$ cat src/rtl/mem_arbiter_pkg.sv
`default_nettype none
//==============================================================================
// Module : mem_arbiter_pkg
// Brief  : Shared widths, state encoding and types for the memory arbiter.
// Rev    : 1.0 - initial release
//==============================================================================
`ifndef WIDTH
`define WIDTH 32
`endif
`ifndef ADDR_WIDTH
`define ADDR_WIDTH 8
`endif

package mem_arbiter_pkg;

  localparam logic [1:0] ARB_IDLE  = 2'd0;
  localparam logic [1:0] ARB_ISSUE = 2'd1;
  localparam logic [1:0] ARB_WAIT  = 2'd2;
  localparam logic [1:0] ARB_DONE  = 2'd3;

  typedef enum logic [1:0] {
    ST_IDLE  = ARB_IDLE,
    ST_ISSUE = ARB_ISSUE,
    ST_WAIT  = ARB_WAIT,
    ST_DONE  = ARB_DONE
  } arb_state_t;

  // 0 selects master 0 (CORE), 1 selects master 1
  typedef logic port_sel_t;

endpackage

`default_nettype wire

$ cat src/rtl/mem_arbiter_if.sv
`default_nettype none
//==============================================================================
// Module : mem_arbiter_if
// Brief  : Both master request ports plus the shared MEMORY port.
// Rev    : 1.0 - initial release
//==============================================================================
interface mem_arbiter_if #(
  parameter int WIDTH      = `WIDTH,
  parameter int ADDR_WIDTH = `ADDR_WIDTH
);
  logic                  req0_i, req1_i;
  logic                  we0_i, we1_i;
  logic [ADDR_WIDTH-1:0] addr0_i, addr1_i;
  logic [WIDTH-1:0]      wdata0_i, wdata1_i;
  logic                  ack0_o, ack1_o;
  logic [WIDTH-1:0]      rdata0_o, rdata1_o;
  logic                  memread_o, memwrite_o;
  logic [ADDR_WIDTH-1:0] memaddr_o;
  logic [WIDTH-1:0]      memwdata_o;
  logic [WIDTH-1:0]      memrdata_i;

  modport slave (
    input  req0_i, req1_i, we0_i, we1_i, addr0_i, addr1_i, wdata0_i, wdata1_i,
    input  memrdata_i,
    output ack0_o, ack1_o, rdata0_o, rdata1_o,
    output memread_o, memwrite_o, memaddr_o, memwdata_o
  );

  modport master (
    output req0_i, req1_i, we0_i, we1_i, addr0_i, addr1_i, wdata0_i, wdata1_i,
    output memrdata_i,
    input  ack0_o, ack1_o, rdata0_o, rdata1_o,
    input  memread_o, memwrite_o, memaddr_o, memwdata_o
  );
endinterface

`default_nettype wire

$ cat src/rtl/mem_arbiter_arb_pick2.sv
`default_nettype none
//==============================================================================
// Module : arb_pick2
// Brief  : 2-way winner select. MEM_ARB_RR_EN: round-robin on ties via i_last;
//          otherwise fixed priority to port 0.
// Rev    : 1.0 - initial release
//==============================================================================
module arb_pick2
  import mem_arbiter_pkg::*;
(
  input  wire logic i_req0,
  input  wire logic i_req1,
`ifdef MEM_ARB_RR_EN
  input  wire logic i_last,
`endif
  output port_sel_t o_grant
);

`ifdef MEM_ARB_RR_EN
  // On a tie the port not granted last time wins
  assign o_grant = i_req1 & (~i_req0 | ~i_last);
`else
  assign o_grant = i_req1 & ~i_req0;
`endif

endmodule

`default_nettype wire

$ cat src/rtl/mem_arbiter.sv
`default_nettype none
//==============================================================================
// Module : mem_arbiter
// Brief  : Shares the MEMORY port between two masters with a fixed
//          issue/wait/ack sequence. Tie-break selected by MEM_ARB_RR_EN.
// Rev    : 1.0 - initial release
//==============================================================================
module mem_arbiter
  import mem_arbiter_pkg::*;
#(
  parameter int WIDTH      = `WIDTH,
  parameter int ADDR_WIDTH = `ADDR_WIDTH
) (
  input  wire logic    clk,
  input  wire logic    rst,
  mem_arbiter_if.slave bus
);

  arb_state_t            r_state;
  port_sel_t             r_owner;
  logic                  r_we;
  logic [ADDR_WIDTH-1:0] r_addr;
  logic [WIDTH-1:0]      r_wdata;
  logic [WIDTH-1:0]      r_rdata0, r_rdata1;
  logic                  r_memread, r_memwrite;
  logic                  r_ack0, r_ack1;
`ifdef MEM_ARB_RR_EN
  logic                  r_last;
`endif

  port_sel_t             w_grant;
  logic                  w_sel_we;
  logic [ADDR_WIDTH-1:0] w_sel_addr;
  logic [WIDTH-1:0]      w_sel_wdata;

  arb_pick2 u_pick (
    .i_req0  (bus.req0_i),
    .i_req1  (bus.req1_i),
`ifdef MEM_ARB_RR_EN
    .i_last  (r_last),
`endif
    .o_grant (w_grant)
  );

  assign w_sel_we    = w_grant ? bus.we1_i    : bus.we0_i;
  assign w_sel_addr  = w_grant ? bus.addr1_i  : bus.addr0_i;
  assign w_sel_wdata = w_grant ? bus.wdata1_i : bus.wdata0_i;

  always_ff @(posedge clk) begin
    if (!rst) begin
      r_state    <= ST_IDLE;
      r_owner    <= 1'b0;
      r_we       <= 1'b0;
      r_addr     <= '0;
      r_wdata    <= '0;
      r_rdata0   <= '0;
      r_rdata1   <= '0;
      r_memread  <= 1'b0;
      r_memwrite <= 1'b0;
      r_ack0     <= 1'b0;
      r_ack1     <= 1'b0;
`ifdef MEM_ARB_RR_EN
      r_last     <= 1'b1;
`endif
    end else begin
      r_memread  <= 1'b0;
      r_memwrite <= 1'b0;
      r_ack0     <= 1'b0;
      r_ack1     <= 1'b0;
      case (r_state)
        ST_IDLE: begin
          if (bus.req0_i || bus.req1_i) begin
            // Latch the winner here so strobes are registered in ISSUE
            r_owner    <= w_grant;
            r_we       <= w_sel_we;
            r_addr     <= w_sel_addr;
            r_wdata    <= w_sel_wdata;
            r_memread  <= ~w_sel_we;
            r_memwrite <= w_sel_we;
`ifdef MEM_ARB_RR_EN
            r_last     <= w_grant;
`endif
            r_state    <= ST_ISSUE;
          end
        end
        ST_ISSUE: r_state <= ST_WAIT;
        ST_WAIT: begin
          if (!r_we) begin
            if (r_owner) r_rdata1 <= bus.memrdata_i;
            else         r_rdata0 <= bus.memrdata_i;
          end
          if (r_owner) r_ack1 <= 1'b1;
          else         r_ack0 <= 1'b1;
          r_state <= ST_DONE;
        end
        ST_DONE: r_state <= ST_IDLE;
        default: r_state <= ST_IDLE;
      endcase
    end
  end

  assign bus.memread_o  = r_memread;
  assign bus.memwrite_o = r_memwrite;
  assign bus.memaddr_o  = r_addr;
  assign bus.memwdata_o = r_wdata;
  assign bus.ack0_o     = r_ack0;
  assign bus.ack1_o     = r_ack1;
  assign bus.rdata0_o   = r_rdata0;
  assign bus.rdata1_o   = r_rdata1;

endmodule

`default_nettype wire

$ cat src/flat_wrapper.sv
// flat-port wrapper written by rule: the top's interface ports become plain ports
module mem_arbiter_flat import mem_arbiter_pkg::*;
#(
  parameter int WIDTH      = `WIDTH,
  parameter int ADDR_WIDTH = `ADDR_WIDTH
)
  (clk, rst, bus_req0_i, bus_req1_i, bus_we0_i, bus_we1_i, bus_addr0_i, bus_addr1_i, bus_wdata0_i, bus_wdata1_i, bus_memrdata_i, bus_ack0_o, bus_ack1_o, bus_rdata0_o, bus_rdata1_o, bus_memread_o, bus_memwrite_o, bus_memaddr_o, bus_memwdata_o);
  mem_arbiter_if #(.WIDTH(WIDTH), .ADDR_WIDTH(ADDR_WIDTH)) bus_i ();
  input  wire logic clk;
  input  wire logic rst;
  input wire logic [$bits(bus_i.req0_i)-1:0] bus_req0_i;
  input wire logic [$bits(bus_i.req1_i)-1:0] bus_req1_i;
  input wire logic [$bits(bus_i.we0_i)-1:0] bus_we0_i;
  input wire logic [$bits(bus_i.we1_i)-1:0] bus_we1_i;
  input wire logic [$bits(bus_i.addr0_i)-1:0] bus_addr0_i;
  input wire logic [$bits(bus_i.addr1_i)-1:0] bus_addr1_i;
  input wire logic [$bits(bus_i.wdata0_i)-1:0] bus_wdata0_i;
  input wire logic [$bits(bus_i.wdata1_i)-1:0] bus_wdata1_i;
  input wire logic [$bits(bus_i.memrdata_i)-1:0] bus_memrdata_i;
  output wire logic [$bits(bus_i.ack0_o)-1:0] bus_ack0_o;
  output wire logic [$bits(bus_i.ack1_o)-1:0] bus_ack1_o;
  output wire logic [$bits(bus_i.rdata0_o)-1:0] bus_rdata0_o;
  output wire logic [$bits(bus_i.rdata1_o)-1:0] bus_rdata1_o;
  output wire logic [$bits(bus_i.memread_o)-1:0] bus_memread_o;
  output wire logic [$bits(bus_i.memwrite_o)-1:0] bus_memwrite_o;
  output wire logic [$bits(bus_i.memaddr_o)-1:0] bus_memaddr_o;
  output wire logic [$bits(bus_i.memwdata_o)-1:0] bus_memwdata_o;
  assign bus_i.req0_i = bus_req0_i;
  assign bus_i.req1_i = bus_req1_i;
  assign bus_i.we0_i = bus_we0_i;
  assign bus_i.we1_i = bus_we1_i;
  assign bus_i.addr0_i = bus_addr0_i;
  assign bus_i.addr1_i = bus_addr1_i;
  assign bus_i.wdata0_i = bus_wdata0_i;
  assign bus_i.wdata1_i = bus_wdata1_i;
  assign bus_i.memrdata_i = bus_memrdata_i;
  assign bus_ack0_o = bus_i.ack0_o;
  assign bus_ack1_o = bus_i.ack1_o;
  assign bus_rdata0_o = bus_i.rdata0_o;
  assign bus_rdata1_o = bus_i.rdata1_o;
  assign bus_memread_o = bus_i.memread_o;
  assign bus_memwrite_o = bus_i.memwrite_o;
  assign bus_memaddr_o = bus_i.memaddr_o;
  assign bus_memwdata_o = bus_i.memwdata_o;
  mem_arbiter #(.WIDTH(WIDTH), .ADDR_WIDTH(ADDR_WIDTH)) u_core (.clk(clk), .rst(rst), .bus(bus_i));
endmodule
$ cat config.mk
export PLATFORM = sky130hd
export DESIGN_NAME = mem_arbiter_flat
export DESIGN_NICKNAME = d
export VERILOG_FILES = /design/src/rtl/mem_arbiter_pkg.sv /design/src/rtl/mem_arbiter_if.sv /design/src/rtl/mem_arbiter_arb_pick2.sv /design/src/rtl/mem_arbiter.sv /design/src/flat_wrapper.sv
export SDC_FILE = /design/constraint.sdc
export NUM_CORES = 1
export LEC_CHECK = 0
export BUFFER_PORTS_ARGS = -buffer_cell sky130_fd_sc_hd__buf_4
export CORE_MARGIN = 10
export CORE_UTILIZATION = 46
export DETAILED_ROUTE_END_ITERATION = 16
export GPL_TIMING_DRIVEN = 0
export PLACE_DENSITY = 0.8
export SYNTH_ARGS = -nofsm -noshare
export SYNTH_HDL_FRONTEND = slang
export SYNTH_HIERARCHICAL = 1
export SYNTH_SLANG_ARGS = --single-unit
$ cat constraint.sdc
create_clock -name clk -period 1.8 [get_ports clk]
set_input_delay 0.27 -clock clk [delete_from_list [all_inputs] [get_ports clk]]
set_output_delay 0.27 -clock clk [all_outputs]
set_load 0.02 [all_outputs]
After elaboration in Yosys (flattened, before gate mapping). Index checks and enable logic that the tools add are counted.

Bits in registers: 112. Latch bits: 0. Memory bits (writable): 0. Bits in read-only memories: 0. Bits of input ports: 118. Output and inout port bits: 108. Word-level logic and storage cells: 34. Memories: 0.

$add $sub $neg: 0. $mul: 0. Div/mod/pow operators: 0. Order comparisons: 0. Equality and inequality tests: 4. Shifts and indexed selects: 0. Mux-type cells: 7. Bitwise gates (word level): 5. Reductions and logical operators: 7.

Operator list (number): 32-bit two-way mux (1); 3-bit AND reduction (3); 8-bit two-way mux (1); 2-bit case mux with 4 select lines (1); 2-bit == test (second input constant) (2); 1-bit inverter (4); 2-bit AND reduction (2); 1-bit two-way mux (3); 2-bit by 1-bit == test with 1-bit output (second input constant) (1); 2-bit logical NOT (1); 2-bit two-way mux (1); 2-bit by 1-bit inequality test with 1-bit output (second input constant) (1); 1-bit bitwise AND (1); 1-bit logical OR (1).

Longest topological paths before layout.
Depth after elaboration: 4. Mapped depth: 6. Gate-level depth less buffers: 4.

Cells and area by module. Netlist, hierarchy kept.

By module, submodules not included: mem_arbiter (instances 1, cells each 457, area an instance 4554.4 sq um, sequential area each 2242.2 sq um); arb_pick2 (instances 1, cells each 1, area an instance 13.8 sq um, sequential area each 0.0 sq um).

Worst setup path before layout. No wires, ideal clock.

Path type: flip-flop to flip-flop. From: register u_core.r_state[0]. To: register u_core.r_rdata0[10] (netlist: u_core/bus.rdata0_o[10]). Setup time: 72 ps. Arrival: 1201 ps. Required time: 1728 ps. Setup slack: 527 ps. Stages on the path, launching flop included: 7. Buffers on the path: 2. Period minus slack after synthesis: 1273 ps. Cell sequence: dfxtp_1 > inv_1 > ha_1 > nor3b_2 > buf_6 > buf_12 > mux2i_1.

Longest elaborated chain between the ends: 2.

RTL lines: start: declaration (line mem_arbiter.sv:19) `arb_state_t r_state;`; start signal: assignment (line mem_arbiter.sv:51) `r_state <= ST_IDLE;`; start signal: assignment (line mem_arbiter.sv:83) `r_state <= ST_ISSUE;`; start signal: assignment (line mem_arbiter.sv:86) `ST_ISSUE: r_state <= ST_WAIT;`; 2-bit == test (line mem_arbiter.sv:70) `case (r_state)`; 3-bit AND reduction (no line); end signal: assignment (line mem_arbiter.sv:90) `else r_rdata0 <= bus.memrdata_i;`; end: declaration (line mem_arbiter.sv:24) `logic [WIDTH-1:0] r_rdata0, r_rdata1;`.

No other way between the ends. A chain may end at the register's enable or synchronous reset.

Worst setup path in the final report.
From: register u_core.r_state[0]. To: register u_core.r_rdata0[22] (netlist: u_core/bus.rdata0_o[22]).

The elaborated chain is that of the path after synthesis.

==> run metrics <==
CTS Hold Buffers Added 0; Vias/cell 4.95; number of cells after detailed placement 815; Sw Ratio 35.1%; CTS tree done; Filler Cell Count 799; crit path launch u_core/r_state[0]; number of distinct library cells after synthesis 23; Psw 2.62 mW; Yosys reg bits 112; top post-synthesis cells by area dfxtp_1 (49%), mux2i_1 (23%), nand2_1 (12%); final worst path period share 82.2%; Clock Tree Buf Depth 2; fin. max-slew vios 0; Slew headroom 70.0%; port buffer count 224; Setup crit start kind flop; internal power 4.84 mW; RR Endpoint u_core/bus.rdata0_o[22]; IR drop worst, VDD 777 uV; CP Max Fanout 10; drt initial violations 206; vias after detailed routing 4111; clk_skew 0.0149 ns; routed wire length 14.6 mm; Final Cell Area 0.00662 mm2; Die Height 120 um; Max Freq 676 MHz; Mapped Area 0.00457 mm2; number of antenna violations at the first check in global routing 0; ant diodes 0; CTS Sinks 112; drt first pass iters 4; final-stage net count 814; Clk Latency, worst-skew pair 0.37 ns; Ports 226; CTS-repair resized insts 0; post-synth net total 579; gr usage total 19.1%; DIE WIDTH 120 um; critical path required time 2.09 ns; final antenna-violating net count 0; CTS Buf Count 9; Initial Util 47.0%; ratio of cells with drive above 1 in the final layout 39.9%; H-tree depth 3; status finished, final reports clean; pwr dens 1130 mW/mm2; row count 36; Reg clk slew, reported paths 0.12 ns; R2R cell count 6; largest net degree at the start of global routing 20; max-cap viol count 0; Post-CTS Setup Bufs 0; area grow syn2layout 44.8%; YS warnings 6; die area 0.0143 mm2; Placed Area 0.00642 mm2; Seq/Total Area, Yosys 49.1%; CP endpoint kind flop; CORE AREA 0.00973 mm2; Worst Tran Pin Value 0.449 ns; setup TNS 0 ns; clock share of power 20.6%; drc violations 0; RSZ-0062 raised after global routing no; GR Overflow Total 0; Final Setup Violations 0; reg2reg start u_core/r_state[0]; Clock Root Buffer clkbuf_8; Synth area leader dfxtp_1; WL/cell 17.6 um; vias in the first global route 4530; RePlAce Congestion 0.797; worst hold slack 0.166 ns; Yosys top cell area share 49.1%; hpwl dp 11.9 mm; Worst setup endpoint u_core/bus.rdata0_o[22]; endpoints failing hold 0; Lkg Pwr 3.17 nW; CP Data Arrival Time 1.77 ns; R2R Setup Slk 0.32 ns; critical path class flop to flop; worst hold path type input port to flop; Layout Cells excl Fill 830; first-pass GRT wire length 22.7 mm; min Tclk post-route 1.48 ns; combinational group share of total power 36.5%; Avg Inst Size Synth 9.97 um2; sequential power share 42.9%; synthesized instance count 458
worst max-delay path, cell delays in order (launching register included):
cell and delay (ns):
dfxtp_1 0.33, inv_1 0.10, ha_1 0.23, nor3b_2 0.21
buf_6 0.17, buf_12 0.15, mux2i_1 0.20
flip-flops by register name, summed over array words and instances (netlist names):
| register | count |
|---|---|
| u_core/bus.memaddr_o | 8 |
| u_core/r_owner | 1 |
| u_core/r_we | 1 |
| u_core/bus.memread_o | 1 |
| u_core/bus.rdata0_o | 32 |
| u_core/bus.memwdata_o | 32 |
| u_core/bus.ack1_o | 1 |
| u_core/r_state | 2 |
| u_core/bus.rdata1_o | 32 |
| u_core/bus.ack0_o | 1 |
| u_core/bus.memwrite_o | 1 |
routing by layer:
layer	vias up	GRT usage (%)	routed length (um)
met4	0	4.83	146
met5	-	0	0
met1	1900	20.1	5540
met3	12	9.38	1730
li1	2020	-	-
met2	179	33.5	7170
worst min path at each step:
stage | start | end | slack (ns) | cells after the start
after floorplan | bus_memrdata_i[0] | u_core/bus.rdata1_o[0] | 0.43 | 2
after global placement | u_core/bus.rdata0_o[19] | u_core/bus.rdata0_o[19] | 0.44 | 2
after detailed placement | u_core/bus.rdata0_o[17] | u_core/bus.rdata0_o[17] | 0.45 | 2
after CTS | bus_memrdata_i[2] | u_core/bus.rdata0_o[2] | 0.16 | 3
after global routing | bus_memrdata_i[18] | u_core/bus.rdata1_o[18] | 0.16 | 3
final | bus_memrdata_i[2] | u_core/bus.rdata0_o[2] | 0.17 | 3
power groups by stage:
stage | Sequential (mW) | Combinational [mW] | Clock (mW)
floorplan | 3.76 | 1.01 | 0
global route | 3.26 | 2.93 | 1.65
CTS | 3.20 | 2.76 | 1.57
detailed placement | 3.25 | 2.75 | 0
finish | 3.20 | 2.73 | 1.54
global placement | 3.23 | 2.71 | 0
through the flow:
stage / setup slack, ns / total power [mW] / util [%]
6_report: 0.320 / 7.46 / 68.0
3_5_place_dp: 0.303 / 6.01 / 65.9
2_1_floorplan: 0.527 / 4.77 / -
4_1_cts: 0.304 / 7.53 / 68.0
5_1_grt: 0.205 / 7.84 / 68.0
3_3_place_gp: 0.354 / 5.94 / 65.9
layout by cell type, fill, tap and decap left out, types with 3 or more instances in the layout:
cell	Yosys	final
clkbuf_1	3	3
buf_2	15	15
buf_6	7	7
clkbuf_8	0	9
o22ai_1	42	42
mux2i_1	107	107
buf_8	3	3
nand2_1	142	142
buf_12	3	3
inv_1	3	3
dfxtp_1	112	112
ha_1	3	3
buf_4	5	229
area by class of cell:
type	count	area, um2	area share [%]
sequential	112	2240	33.9
multi-input combinational	305	1990	30.1
timing repair buffer	224	1680	25.4
buffer	38	323	4.88
tap	133	166	2.52
clock buffer	9	124	1.87
clock inverter	6	76.3	1.15
inverter	3	11.3	0.170
Yosys cell counts:
cell / instances
nand2_1: 142
dfxtp_1: 112
mux2i_1: 107
o22ai_1: 42
buf_2: 15
buf_6: 7
buf_4: 5
buf_12: 3
buf_8: 3
clkbuf_1: 3
ha_1: 3
inv_1: 3
clkbuf_4: 2
nor2_1: 2
and3_2: 1
nand3b_1: 1
nor2b_1: 1
nor2b_4: 1
nor3b_1: 1
nor3b_2: 1
o211ai_2: 1
o21a_1: 1
o21ai_0: 1
kinds of logic after synthesis:
group	after synthesis	synth area share, %
AO/OA/AOI/OAI	45	6.30
adder cells (fa/ha/maj)	3	0.822
buffers and inverters	41	7.31
flip-flops	112	49.1
multiplexers	107	23.4
AND/OR/NAND/NOR	150	13.0
(Power assumes the default switching activity.)
